`src/rtl/instruction_queue_if.sv`:
```
// rtl/instruction_queue_if.sv - producer/consumer bundle for the instruction queue
interface instruction_queue_if #(
  parameter int IW    = 8,
  parameter int MW    = 2,
  parameter int AW    = 2,
  parameter int DEPTH = 4
);
  localparam int CW = $clog2(DEPTH + 1);
  localparam int RW = IW - MW - AW;

  logic          in_valid;
  logic [IW-1:0] in_data;
  logic          in_ready;
  logic          flush;
  logic          out_ready;
  logic          out_valid;
  logic [MW-1:0] mnm;
  logic [AW-1:0] wr_addr_mnm;
  logic [RW-1:0] rd_addr_wr_data;
  logic          ack;
  logic [CW-1:0] count;
  logic          ovf;

  modport master (
    output in_valid, in_data, flush, out_ready,
    input  in_ready, out_valid, mnm, wr_addr_mnm, rd_addr_wr_data, ack, count, ovf
  );

  modport slave (
    input  in_valid, in_data, flush, out_ready,
    output in_ready, out_valid, mnm, wr_addr_mnm, rd_addr_wr_data, ack, count, ovf
  );
endinterface

```
`src/rtl/instruction_queue.sv`:
```
// rtl/instruction_queue.sv - circular-buffer instruction queue with decoded head fields
module instruction_queue #(
  parameter int IW    = 8,
  parameter int MW    = 2,
  parameter int AW    = 2,
  parameter int DEPTH = 4
) (
  input logic                clk,
  input logic                rst,
  instruction_queue_if.slave bus
);
  localparam int PW = $clog2(DEPTH);
  localparam int CW = $clog2(DEPTH + 1);
  localparam int RW = IW - MW - AW;

  logic [IW-1:0] mem [DEPTH];
  logic [PW-1:0] wr_ptr;
  logic [PW-1:0] rd_ptr;
  logic [CW-1:0] count_q;
  logic          ack_q;
  logic          ovf_q;
  logic          in_ready;
  logic          out_valid;
  logic          push;
  logic          pop;
  logic [IW-1:0] head;

  // in_ready looks only at occupancy, so a full queue never accepts even if a pop is pending
  assign in_ready  = count_q < CW'(DEPTH);
  assign out_valid = count_q != '0;
  assign push      = bus.in_valid && in_ready && !bus.flush;
  assign pop       = out_valid && bus.out_ready && !bus.flush;
  assign head      = out_valid ? mem[rd_ptr] : '0;

  assign bus.in_ready        = in_ready;
  assign bus.out_valid       = out_valid;
  assign bus.mnm             = head[IW-1 -: MW];
  assign bus.wr_addr_mnm     = head[IW-MW-1 -: AW];
  assign bus.rd_addr_wr_data = head[RW-1:0];
  assign bus.ack             = ack_q;
  assign bus.count           = count_q;
  assign bus.ovf             = ovf_q;

  always_ff @(posedge clk) begin
    if (push) begin
      mem[wr_ptr] <= bus.in_data;
    end
  end

  always_ff @(posedge clk or negedge rst) begin
    if (!rst) begin
      wr_ptr  <= '0;
      rd_ptr  <= '0;
      count_q <= '0;
      ack_q   <= 1'b0;
      ovf_q   <= 1'b0;
    end else if (bus.flush) begin
      wr_ptr  <= '0;
      rd_ptr  <= '0;
      count_q <= '0;
      ack_q   <= 1'b0;
      ovf_q   <= 1'b0;
    end else begin
      ack_q <= push;
      if (bus.in_valid && !in_ready) begin
        ovf_q <= 1'b1;
      end
      if (push) begin
        wr_ptr <= wr_ptr + PW'(1);
      end
      if (pop) begin
        rd_ptr <= rd_ptr + PW'(1);
      end
      if (push && !pop) begin
        count_q <= count_q + CW'(1);
      end else if (pop && !push) begin
        count_q <= count_q - CW'(1);
      end
    end
  end
endmodule

```
`src/flat_wrapper.sv`:
```
// flat-port wrapper written by rule: the top's interface ports become plain ports
module instruction_queue_flat 
#(
  parameter int IW    = 8,
  parameter int MW    = 2,
  parameter int AW    = 2,
  parameter int DEPTH = 4
)
  (clk, rst, bus_in_valid, bus_in_data, bus_flush, bus_out_ready, bus_in_ready, bus_out_valid, bus_mnm, bus_wr_addr_mnm, bus_rd_addr_wr_data, bus_ack, bus_count, bus_ovf);
  instruction_queue_if #(.IW(IW), .MW(MW), .AW(AW), .DEPTH(DEPTH)) bus_i ();
  input logic clk;
  input logic rst;
  input wire logic [$bits(bus_i.in_valid)-1:0] bus_in_valid;
  input wire logic [$bits(bus_i.in_data)-1:0] bus_in_data;
  input wire logic [$bits(bus_i.flush)-1:0] bus_flush;
  input wire logic [$bits(bus_i.out_ready)-1:0] bus_out_ready;
  output wire logic [$bits(bus_i.in_ready)-1:0] bus_in_ready;
  output wire logic [$bits(bus_i.out_valid)-1:0] bus_out_valid;
  output wire logic [$bits(bus_i.mnm)-1:0] bus_mnm;
  output wire logic [$bits(bus_i.wr_addr_mnm)-1:0] bus_wr_addr_mnm;
  output wire logic [$bits(bus_i.rd_addr_wr_data)-1:0] bus_rd_addr_wr_data;
  output wire logic [$bits(bus_i.ack)-1:0] bus_ack;
  output wire logic [$bits(bus_i.count)-1:0] bus_count;
  output wire logic [$bits(bus_i.ovf)-1:0] bus_ovf;
  assign bus_i.in_valid = bus_in_valid;
  assign bus_i.in_data = bus_in_data;
  assign bus_i.flush = bus_flush;
  assign bus_i.out_ready = bus_out_ready;
  assign bus_in_ready = bus_i.in_ready;
  assign bus_out_valid = bus_i.out_valid;
  assign bus_mnm = bus_i.mnm;
  assign bus_wr_addr_mnm = bus_i.wr_addr_mnm;
  assign bus_rd_addr_wr_data = bus_i.rd_addr_wr_data;
  assign bus_ack = bus_i.ack;
  assign bus_count = bus_i.count;
  assign bus_ovf = bus_i.ovf;
  instruction_queue #(.IW(IW), .MW(MW), .AW(AW), .DEPTH(DEPTH)) u_core (.clk(clk), .rst(rst), .bus(bus_i));
endmodule
```
`config.mk`:
```
export PLATFORM = sky130hd
export DESIGN_NAME = instruction_queue_flat
export DESIGN_NICKNAME = d
export VERILOG_FILES = /design/src/rtl/instruction_queue_if.sv /design/src/rtl/instruction_queue.sv /design/src/flat_wrapper.sv
export SDC_FILE = /design/constraint.sdc
export NUM_CORES = 1
export LEC_CHECK = 0
export ABC_CLOCK_PERIOD_IN_PS = 4900
export BUFFER_PORTS_ARGS = -buffer_cell sky130_fd_sc_hd__buf_2
export CAP_MARGIN = 20
export CELL_PAD_IN_SITES_DETAIL_PLACEMENT = 1
export CELL_PAD_IN_SITES_GLOBAL_PLACEMENT = 1
export CORE_MARGIN = 2
export CORE_UTILIZATION = 50
export CTS_BUF_LIST = sky130_fd_sc_hd__clkbuf_8 sky130_fd_sc_hd__clkbuf_16
export DETAILED_ROUTE_END_ITERATION = 10
export PLACE_DENSITY = 0.8
export SETUP_SLACK_MARGIN = 0.15
export SYNTH_ARGS = -nofsm -noshare
export SYNTH_HDL_FRONTEND = slang
export SYNTH_SLANG_ARGS = --single-unit
```
`constraint.sdc`:
```
create_clock -name clk -period 4.9 [get_ports clk]
set_input_delay 0.245 -clock clk [delete_from_list [all_inputs] [get_ports clk]]
set_output_delay 0.245 -clock clk [all_outputs]
set_load 0.02 [all_outputs]
```
* After elaboration in Yosys (flattened, before gate mapping)
Memory sizes are Yosys's and may differ from the RTL's. Cells that the tools add are included.
Word-level totals: bits in registers 9, ROM bits 0, bits in latches 0, RAM bits 32, memories 1, input bits 13, output and inout bits 15
Memories:
- u_core.mem | depth 4, width 8, rd ports 1, clocked after memory_dff 0, write ports 1, line instruction_queue.sv:16 | logic [IW-1:0] mem [DEPTH];
Operators by class: bitwise gates (word level) 0, magnitude comparators 1, multiply operators 0, multiplexer cells 13, shift operators 0, $add $sub $neg 4, reduce and logical (&&, ||, !) cells 16, div/mod/pow operators 0, equal/unequal tests 0
Operators by type and width (number):
- two-way mux 3 bit | 3
- two-way mux 2 bit | 4
- two-way mux 8 bit | 1
- logical AND 1 bit | 7
- nonzero test 2 bit | 3
- nonzero test 3 bit | 2
- two-way mux 1 bit | 5
- adder 2 x 1 -> 2 bit (second input constant) | 2
- logical NOT 1 bit | 4
- adder 3 x 1 -> 3 bit (second input constant) | 1
- less-than comparator 3 bit (second input constant) | 1
- subtractor 3 x 1 -> 3 bit (second input constant) | 1

* Logic depth before layout (Yosys ltp)
Gate-level depths: netlist of the first run.
depth in word-level cells 8, gate-level depth with buffers 9, depth with buffers taken out 7

* Least setup slack after synthesis of the first run
OpenSTA, ideal clock, no wires.
kind register to register, start point register u_core.count_q[2], in the netlist u_core.bus.count[2], end point register u_core.count_q[1], in the netlist u_core.bus.count[1], arrival 1995 ps, setup slack 2810 ps, stages on the path, launching flop included 9, data required time 4804 ps, path through dfrtp_1 -> buf_4 -> nor2b_4 -> buf_6 -> and2b_1 -> nor2b_1 -> fa_1 -> a2bb2oi_2 -> a311oi_2
On the way: word-level cells in the longest chain between the ends 7, elaborated cells on any way between the ends 13, those cells by class 1 x order compare; 2 x mux; 10 x reduce/logical
Ends and longest elaborated chain:
- start: declaration | line instruction_queue.sv:19 | logic [CW-1:0] count_q;
- start signal: assignment | line instruction_queue.sv:75 | count_q <= count_q + CW'(1);
- start signal: assignment | line instruction_queue.sv:77 | count_q <= count_q - CW'(1);
- parallel branches: the longest is 7 deep, another holds less-than comparator 3 bit
Parallel ways; which one is timed is not known. A chain may end at the register's enable or synchronous reset.

* Worst setup path in the final report of the first run
start point register u_core.count_q[2], in the netlist u_core.bus.count[2], end point output port bus_rd_addr_wr_data[2]
On the way: word-level cells in the longest chain between the ends 2
Ends and longest elaborated chain:
- nonzero test 3 bit | line instruction_queue.sv:30 | assign out_valid = count_q != '0;
- two-way mux 8 bit | line instruction_queue.sv:33 | assign head = out_valid ? mem[rd_ptr] : '0;
- end: declaration | line flat_wrapper.sv:21 | output wire logic [$bits(bus_i.rd_addr_wr_data)-1:0] bus_rd_addr_wr_data;
No other way between the ends.

==> results of run 1 <==
-- final timing paths --
kind / startpoint / endpoint / slack, ns / depth (start not counted)
min in group asynchronous: rst / u_core.wr_ptr[0]$_DFFE_PN0P_ / 0.33 / 2
setup reg to reg: u_core.bus.count[2]$_DFFE_PN0P_ / u_core.bus.count[1]$_DFFE_PN0P_ / 2.72 / 6
hold reg to reg: u_core.bus.ovf$_DFFE_PN0P_ / u_core.bus.ovf$_DFFE_PN0P_ / 0.50 / 2
hold / removal: bus_in_data[4] / u_core.mem[0][4]$_DFFE_PP_ / 0.17 / 1
max in group asynchronous: rst / u_core.bus.count[1]$_DFFE_PN0P_ / 4.37 / 2
setup / recovery: u_core.bus.count[2]$_DFFE_PN0P_ / bus_rd_addr_wr_data[2] / 2.64 / 4
-- metrics by stage --
| step | hold slack, ns | power, W | setup WS [ns] | area (µm²) |
|---|---|---|---|---|
| 5_1_grt | 0.155 | 0.00115 | 2.53 | 2090 |
| 4_1_cts | 0.159 | 0.00109 | 2.44 | 2090 |
| 3_5_place_dp | 0.114 | 0.000875 | 2.73 | 1990 |
| 3_3_place_gp | 0.109 | 0.000853 | 2.87 | 1990 |
| 2_1_floorplan | -0.0506 | 0.000764 | 2.81 | 1840 |
| 6_report | 0.172 | 0.00108 | 2.64 | 2090 |
-- state kept, by name, summed over array words and instances (netlist names) --
name / count
u_core.rd_ptr: 2
u_core.mem: 32
u_core.bus.ack: 1
u_core.bus.ovf: 1
u_core.wr_ptr: 2
u_core.bus.count: 3
-- worst max-delay path: stages, from the launching register on --
cell and delay [ns]:
dfrtp_1 0.51, nor3_1 0.59, clkbuf_2 0.28, and2b_1 0.19, buf_2 0.15
-- metal layers --
metal  track usage  routed length, µm
met5             0                  0
met4        0.0452                  0
met3        0.0503                125
met2         0.339               1940
met1         0.235               1450
-- area by class of cell --
class	count	area, µm²
fillers	362	1510
flip-flops and latches	41	1190
multi-input cells	61	587
repair buffers	29	150
clock buffers	5	68.8
clock inverters	3	17.5
inverters	6	22.5
well taps	48	60.1
-- kinds of logic (layout without fill, tap and decap cells) --
family / count (synthesis) / in the layout / share of synthesized area
xor+xnor: 4 / 4 / 0.0191
simple gates: 31 / 31 / 0.101
compound gates: 11 / 11 / 0.0517
mux: 10 / 10 / 0.109
flops: 41 / 41 / 0.645
buf+inv: 12 / 43 / 0.0354
fa+ha+maj: 5 / 5 / 0.0381
-- cells in the mapped netlist, drive strengths merged (2+ instances only) --
cell type	number
edfxtp	32
dfrtp	9
nor2	9
mux4	8
and2b	7
inv	6
buf	5
nor2b	5
and2	4
ha	4
a21oi	3
nor3	3
xnor2	3
mux2i	2
nand3	2
o21ai	2
-- power by group --
group          internal [W]  leakage, nW  switching, W
clock             0.0000983       0.0439      0.000116
combinational      0.000178        0.359      0.000216
sequential         0.000413        0.410     0.0000583
==> impl_metrics.env, run 1 <==
export IMPL_status="completed"
export IMPL_first_pass_iters=4
export IMPL_required_ns=4.66
export IMPL_grt_overflow_total=0
export IMPL_final_core_util=0.580
export IMPL_p_leak_nw=0.813
export IMPL_dp_hpwl_um=2520
export IMPL_path_class="flip-flop to output pin"
export IMPL_worstMarginPinSlew_ns=0.691
export IMPL_die_h_um=64.6
export IMPL_h_tree_depth=2
export IMPL_synth_avg_cell_area_um2=16.1
export IMPL_min_path_type="primary input to flip-flop"
export IMPL_gp_congestion=0.901
export IMPL_synth_area_leaders="edfxtp_1, dfrtp_1, mux4_2"
export IMPL_numPortBuffers=27
export IMPL_ant_nets=0
export IMPL_ys_types=30
export IMPL_yosysSeqAreaShare=0.645
export IMPL_crit_path_end_kind="output pin"
export IMPL_cts_resized=0
export IMPL_io_pins=28
export IMPL_tritoncts="built"
export IMPL_start_util=0.510
export IMPL_min_period_over_period=0.461
export IMPL_root_buffer="clkbuf_8"
export IMPL_holdBufCountCts=1
export IMPL_cp_max_fo=11
export IMPL_slew_violations=0
export IMPL_mostFrequentLayoutCells="edfxtp_1, buf_2, dfrtp_1"
export IMPL_grt_pass1_vias=1103
export IMPL_synth_seq_cells=41
export IMPL_cts_setup_buffers=0
export IMPL_drc=0
export IMPL_synth_edf_count=32
export IMPL_area_delta_synth_final_pct=13.8
export IMPL_relSlewSlack=0.536
export IMPL_nets=162
export IMPL_yosys_area_top_type="edfxtp_1"
export IMPL_core_um2=3610
export IMPL_layout_commonest_cell="edfxtp_1"
export IMPL_place_inst=183
export IMPL_cts_made_buffers=5
export IMPL_vias=1013
export IMPL_ys_flop_type="edfxtp_1"
export IMPL_diodes=0
export IMPL_synth_fp_nets=132
export IMPL_insertion_delay_ns=0.29
export IMPL_power_density_nw_per_um2=516
export IMPL_grt_max_degree=14
export IMPL_ir_drop_mv=0.261
export IMPL_cts_buffer_depth=2
export IMPL_clk_pin_slew_ns=0.08
export IMPL_drt_vias_per_instance=5.25
export IMPL_cts_sinks=41
export IMPL_rsz0062_at_grt="no"
export IMPL_fin_skew_ns=0.00621
export IMPL_stdcell_count=193
export IMPL_antenna_found_initial=0
export IMPL_drive_gt1_frac=0.338
export IMPL_setup_tns_final_ns=0
export IMPL_grt_usage=0.191
export IMPL_drtIter0Drc=31
export IMPL_wl_um=3520
export IMPL_die_w_um=64.6
export IMPL_crit_arrival_ns=2.01
export IMPL_period_minus_slack_ns=2.26
export IMPL_synth_area_um2=1840
export IMPL_wl_per_cell_um=18.2
export IMPL_dieArea_um2=4180
export IMPL_cp_start_kind="flip-flop"
export IMPL_async_flop_share=0.220
export IMPL_max_freq_mhz=443
export IMPL_hold_viol_final=0
export IMPL_finalSetupViolCount=0
export IMPL_syn_instance_count=114
export IMPL_yosysTopAreaCellShare=0.523
export IMPL_maxCapViolCount=0
export IMPL_yosysWarningCount=0
export IMPL_rows=22
export IMPL_grt_pass1_wl_um=5730
No activity file was read; power rests on OpenSTA's default activity.
==> run 2: changes to the inputs <==
--- a/config.mk
+++ b/config.mk
@@ -5,16 +5,16 @@
 export SDC_FILE = /design/constraint.sdc
 export NUM_CORES = 1
 export LEC_CHECK = 0
-export ABC_CLOCK_PERIOD_IN_PS = 4900
+export ABC_CLOCK_PERIOD_IN_PS = 2400
 export BUFFER_PORTS_ARGS = -buffer_cell sky130_fd_sc_hd__buf_2
 export CAP_MARGIN = 20
 export CELL_PAD_IN_SITES_DETAIL_PLACEMENT = 1
 export CELL_PAD_IN_SITES_GLOBAL_PLACEMENT = 1
 export CORE_MARGIN = 2
-export CORE_UTILIZATION = 50
+export CORE_UTILIZATION = 46
 export CTS_BUF_LIST = sky130_fd_sc_hd__clkbuf_8 sky130_fd_sc_hd__clkbuf_16
 export DETAILED_ROUTE_END_ITERATION = 10
-export PLACE_DENSITY = 0.8
+export PLACE_DENSITY = 0.74
 export SETUP_SLACK_MARGIN = 0.15
 export SYNTH_ARGS = -nofsm -noshare
 export SYNTH_HDL_FRONTEND = slang
==> constraint.sdc (replaced) <==
create_clock -name clk -period 2.4 [get_ports clk]
set_input_delay 0.12 -clock clk [delete_from_list [all_inputs] [get_ports clk]]
set_output_delay 0.12 -clock clk [all_outputs]
set_load 0.02 [all_outputs]
==> impl_metrics.env, run 2 (synthesis gave the netlist of run 1 again) <==
export IMPL_maxCapViolCount=0
export IMPL_fin_skew_ns=0.00111
export IMPL_met3_length_um=125
export IMPL_relSlewSlack=0.624
export IMPL_cts_buffer_depth=2
export IMPL_ant_nets=0
export IMPL_cts_made_buffers=5
export IMPL_period_minus_slack_ns=2.13
export IMPL_vias=1014
export IMPL_crit_slowest_cell="dfrtp_1"
export IMPL_largest_reg_flops=32
export IMPL_die_w_um=67.2
export IMPL_routed_top_layer="met4"
export IMPL_drive_gt1_frac=0.329
export IMPL_crit_path_max_incr_delay_ns=0.46
export IMPL_io_pins=28
export IMPL_slew_violations=0
export IMPL_grt_pass1_vias=1070
export IMPL_r2r_end="u_core.bus.count[1]$_DFFE_PN0P_"
export IMPL_required_ns=2.60
export IMPL_drc=0
export IMPL_grt_usage=0.177
export IMPL_dieArea_um2=4520
export IMPL_antenna_found_initial=0
export IMPL_path_class="flip-flop to flip-flop"
export IMPL_cp_start_kind="flip-flop"
export IMPL_max_freq_mhz=469
export IMPL_start_util=0.491
export IMPL_largest_register="u_core.mem"
export IMPL_numPortBuffers=27
export IMPL_die_h_um=67.2
export IMPL_drtIter0Drc=43
export IMPL_clk_pin_slew_ns=0.07
export IMPL_wl_met2_um=1750
export IMPL_endpoint="u_core.bus.count[1]$_DFFE_PN0P_"
export IMPL_insertion_delay_ns=0.29
export IMPL_timing_hold_ws_ns=0.0426
export IMPL_core_um2=3740
export IMPL_status="completed"
export IMPL_total_power_w=0.00231
export IMPL_met1_length_um=1360
export IMPL_hold_viol_final=0
export IMPL_diodes=0
export IMPL_grt_pass1_wl_um=5380
export IMPL_grt_max_degree=13
export IMPL_root_buffer="clkbuf_8"
export IMPL_h_tree_depth=2
export IMPL_gp_congestion=0.756
export IMPL_rows=22
export IMPL_nets=163
export IMPL_final_fill_count=394
export IMPL_p_leak_nw=0.831
export IMPL_cp_startpoint="u_core.bus.count[2]$_DFFE_PN0P_"
export IMPL_crit_arrival_ns=2.33
export IMPL_reg2reg_slack_ns=0.27
export IMPL_grt_overflow_total=0
export IMPL_cts_resized=0
export IMPL_mostFrequentLayoutCells="edfxtp_1, buf_2, dfrtp_1"
export IMPL_min_period_over_period=0.888
export IMPL_cts_setup_buffers=0
export IMPL_min_path_type="primary input to flip-flop"
export IMPL_layout_commonest_cell="edfxtp_1"
export IMPL_area_delta_synth_final_pct=15.5
export IMPL_tritoncts="built"
export IMPL_finalSetupViolCount=0
export IMPL_cp_max_fo=7
export IMPL_setup_tns_final_ns=0
export IMPL_worstMarginPinSlew_ns=0.563
export IMPL_power_density_nw_per_um2=1090
export IMPL_cts_sinks=41
export IMPL_drt_vias_per_instance=5.23
export IMPL_critical_path_reg2reg_startpoint="u_core.bus.count[2]$_DFFE_PN0P_"
export IMPL_wl_per_cell_um=17.0
export IMPL_wl_um=3310
export IMPL_worstRegToRegCells=6
export IMPL_cp_cell_sequence="nor2b_4 -> and2b_1 -> nor2b_1 -> fa_1 -> a2bb2oi_2 -> a311oi_2"
export IMPL_dp_hpwl_um=2410
export IMPL_first_pass_iters=4
export IMPL_rsz0062_at_grt="no"
export IMPL_crit_path_end_kind="flip-flop"
export IMPL_holdBufCountCts=1
export IMPL_ir_drop_mv=0.512
export IMPL_finalInstanceArea_um2=2120
export IMPL_placed_area_um2=2010
[run 2: worst min path at each step]
stage / from / endpoint / slack, ns / cells past startpoint
2_1_floorplan: rst / u_core.bus.ack$_DFF_PN0_ / -0.18 / 0
3_3_place_gp: rst / u_core.bus.ovf$_DFFE_PN0P_ / -0.01 / 1
3_5_place_dp: rst / u_core.bus.count[1]$_DFFE_PN0P_ / -0.006 / 1
4_1_cts: bus_in_data[6] / u_core.mem[1][6]$_DFFE_PP_ / 0.03 / 1
5_1_grt: bus_in_data[5] / u_core.mem[2][5]$_DFFE_PP_ / 0.03 / 1
6_report: bus_in_data[6] / u_core.mem[1][6]$_DFFE_PP_ / 0.04 / 1
[run 2: through the flow]
step           cells  utilization  setup WS, ns
2_1_floorplan    114            -         0.310
3_3_place_gp     185        0.536         0.422
3_5_place_dp     185        0.536         0.281
4_1_cts          194        0.567         0.274
5_1_grt          194        0.567         0.174
6_report         194        0.567         0.269
[run 2: where the power goes]
| part | total [W] | switching (W) | internal (W) | leakage (nW) |
|---|---|---|---|---|
| Combinational | 0.000823 | 0.000445 | 0.000379 | 0.365 |
| Clock | 0.000533 | 0.000230 | 0.000303 | 0.0570 |
| Sequential | 0.000949 | 0.000106 | 0.000843 | 0.410 |
[run 2: final cells by class]
type | count | area [µm²] | share of cell area
inverters | 6 | 22.5 | 0.0106
well taps | 48 | 60.1 | 0.0283
multi-input cells | 61 | 587 | 0.277
flip-flops and latches | 41 | 1190 | 0.559
repair buffers | 30 | 160 | 0.0755
clock buffers | 5 | 68.8 | 0.0324
clock inverters | 3 | 37.5 | 0.0177
[run 2: layer usage]
metal  track usage  up-vias
li1              -      476
met1         0.217      515
met2         0.290       17
met3        0.0550        6
met4        0.0765        0
met5             0        -
[run 2: critical path: cells and delay by family (launching register included)]
family / cells / cell delay, ns
and+or+nand+nor: 3 / 0.70
AOI/OAI and AO/OA: 2 / 0.42
DFF: 1 / 0.46
adders and majority gates: 1 / 0.44
==> run 3: changes to the inputs <==
--- a/config.mk
+++ b/config.mk
@@ -5,7 +5,7 @@
 export SDC_FILE = /design/constraint.sdc
 export NUM_CORES = 1
 export LEC_CHECK = 0
-export ABC_CLOCK_PERIOD_IN_PS = 2400
+export ABC_CLOCK_PERIOD_IN_PS = 2150
 export BUFFER_PORTS_ARGS = -buffer_cell sky130_fd_sc_hd__buf_2
 export CAP_MARGIN = 20
 export CELL_PAD_IN_SITES_DETAIL_PLACEMENT = 1
==> constraint.sdc (replaced) <==
create_clock -name clk -period 2.15 [get_ports clk]
set_input_delay 0.1075 -clock clk [delete_from_list [all_inputs] [get_ports clk]]
set_output_delay 0.1075 -clock clk [all_outputs]
set_load 0.02 [all_outputs]
==> impl_metrics.env, run 3 (synthesis gave the netlist of run 1 again) <==
export IMPL_status="completed"
export IMPL_tritoncts="built"
export IMPL_dieArea_um2=4520
export IMPL_crit_slowest_cell="dfrtp_1"
export IMPL_wl_um=3360
export IMPL_worstMarginPinSlew_ns=0.480
export IMPL_finalSetupViolCount=0
export IMPL_cp_max_fo=6
export IMPL_largest_register="u_core.mem"
export IMPL_clk_pin_slew_ns=0.08
export IMPL_grt_usage=0.176
export IMPL_grt_pass1_wl_um=5490
export IMPL_layout_commonest_cell="edfxtp_1"
export IMPL_max_freq_mhz=524
export IMPL_cts_made_buffers=5
export IMPL_drtIter0Drc=77
export IMPL_wl_per_cell_um=17.2
export IMPL_mostFrequentLayoutCells="edfxtp_1, buf_2, mux4_2, nor2_1, dfrtp_1"
export IMPL_core_um2=3740
export IMPL_whs_path_depth=1
export IMPL_min_path_type="primary input to flip-flop"
export IMPL_drive_gt1_frac=0.354
export IMPL_ir_drop_mv=0.527
export IMPL_area_delta_synth_final_pct=15.2
export IMPL_period_minus_slack_ns=1.91
export IMPL_power_density_nw_per_um2=1170
export IMPL_antenna_found_initial=0
export IMPL_rsz0062_at_grt="no"
export IMPL_rows=22
export IMPL_first_pass_iters=4
export IMPL_cts_sinks=41
export IMPL_drc=0
export IMPL_min_period_over_period=0.888
export IMPL_slew_violations=0
export IMPL_vias=1035
export IMPL_cts_buffer_depth=2
export IMPL_p_leak_nw=0.826
export IMPL_die_w_um=67.2
export IMPL_required_ns=2.34
export IMPL_grt_overflow_total=0
export IMPL_setup_tns_final_ns=0
export IMPL_timing_hold_ws_ns=0.0301
export IMPL_start_util=0.491
export IMPL_root_buffer="clkbuf_8"
export IMPL_crit_path_max_incr_delay_ns=0.46
export IMPL_nets=164
export IMPL_insertion_delay_ns=0.29
export IMPL_cp_cell_sequence="o31a_1 -> nor2b_4 -> fa_1 -> a2bb2oi_2 -> a311oi_2"
export IMPL_relSlewSlack=0.680
export IMPL_dp_hpwl_um=2360
export IMPL_grt_pass1_vias=1066
export IMPL_die_h_um=67.2
export IMPL_cts_resized=0
export IMPL_numPortBuffers=27
export IMPL_maxCapViolCount=0
export IMPL_path_class="flip-flop to flip-flop"
export IMPL_largest_reg_flops=32
export IMPL_grt_max_degree=14
export IMPL_cp_start_kind="flip-flop"
export IMPL_worstRegToRegCells=5
export IMPL_ant_nets=0
export IMPL_diodes=0
export IMPL_crit_arrival_ns=2.10
export IMPL_fin_skew_ns=0.00424
export IMPL_final_fill_count=382
export IMPL_crit_path_end_kind="flip-flop"
export IMPL_io_pins=28
export IMPL_hold_viol_final=0
export IMPL_drt_vias_per_instance=5.31
export IMPL_gp_congestion=0.777
export IMPL_h_tree_depth=2
run 3: area by class of cell:
cell class                      count  area [µm²]  share of cell area
Sequential cell                    41        1190               0.561
Clock inverter                      3        17.5             0.00827
Clock buffer                        5        68.8              0.0325
Multi-Input combinational cell     61         594               0.281
Timing Repair Buffer               31         168              0.0791
Tap cell                           48        60.1              0.0284
Inverter                            6        22.5              0.0106
run 3: metal layers:
layer / part of all wire / vias to the layer above / track usage
met4: 0.012 / 0 / 0.0587
met3: 0.037 / 4 / 0.0633
met1: 0.42 / 532 / 0.213
li1: - / 481 / -
met5: 0 / - / 0
met2: 0.53 / 18 / 0.295
run 3: worst max-delay path: cells and delay by family, from the launching register on:
family                   cells  cell delay (ns)
AO/OA/AOI/OAI                3             0.77
flip-flops                   1             0.46
adder cells (fa/ha/maj)      1             0.43
AND/OR/NAND/NOR              1             0.15
run 3: path summary, 6_finish.rpt:
check,from,endpoint,slack [ns]
max in group asynchronous,rst,u_core.bus.count[2]$_DFFE_PN0P_,1.74
min in group asynchronous,rst,u_core.bus.ovf$_DFFE_PN0P_,0.20
max reg2reg,u_core.bus.count[1]$_DFFE_PN0P_,u_core.bus.count[1]$_DFFE_PN0P_,0.24
max,u_core.bus.count[1]$_DFFE_PN0P_,u_core.bus.count[1]$_DFFE_PN0P_,0.24
min reg2reg,u_core.bus.ovf$_DFFE_PN0P_,u_core.bus.ovf$_DFFE_PN0P_,0.52
min,bus_in_data[1],u_core.mem[3][1]$_DFFE_PP_,0.03
run 3: power by group:
part / switching, W / leakage, nW / internal (W)
Sequential: 0.0000928 / 0.408 / 0.000943
Clock: 0.000256 / 0.0455 / 0.000224
Combinational: 0.000534 / 0.372 / 0.000428
run 3: what timing repair did:
| action | 4_1_cts | 5_1_grt |
|---|---|---|
| setup endpoints to repair | 1 | 0 |
| endpoints found under the hold margin | 9 | 0 |
| setup buffers | 1 | 0 |
| hold buffers | 1 | 0 |
run 3: metrics by stage:
stage | area, µm² | total power, W | worst slack (ns) | std cells | utilization
floorplan | 1850 | 0.00175 | 0.189 | 114 | -
global placement | 2010 | 0.00199 | 0.224 | 185 | 0.538
detailed placement | 2010 | 0.00203 | 0.104 | 185 | 0.538
CTS | 2120 | 0.00252 | 0.237 | 195 | 0.566
global route | 2120 | 0.00263 | 0.184 | 195 | 0.566
finish | 2120 | 0.00248 | 0.242 | 195 | 0.566
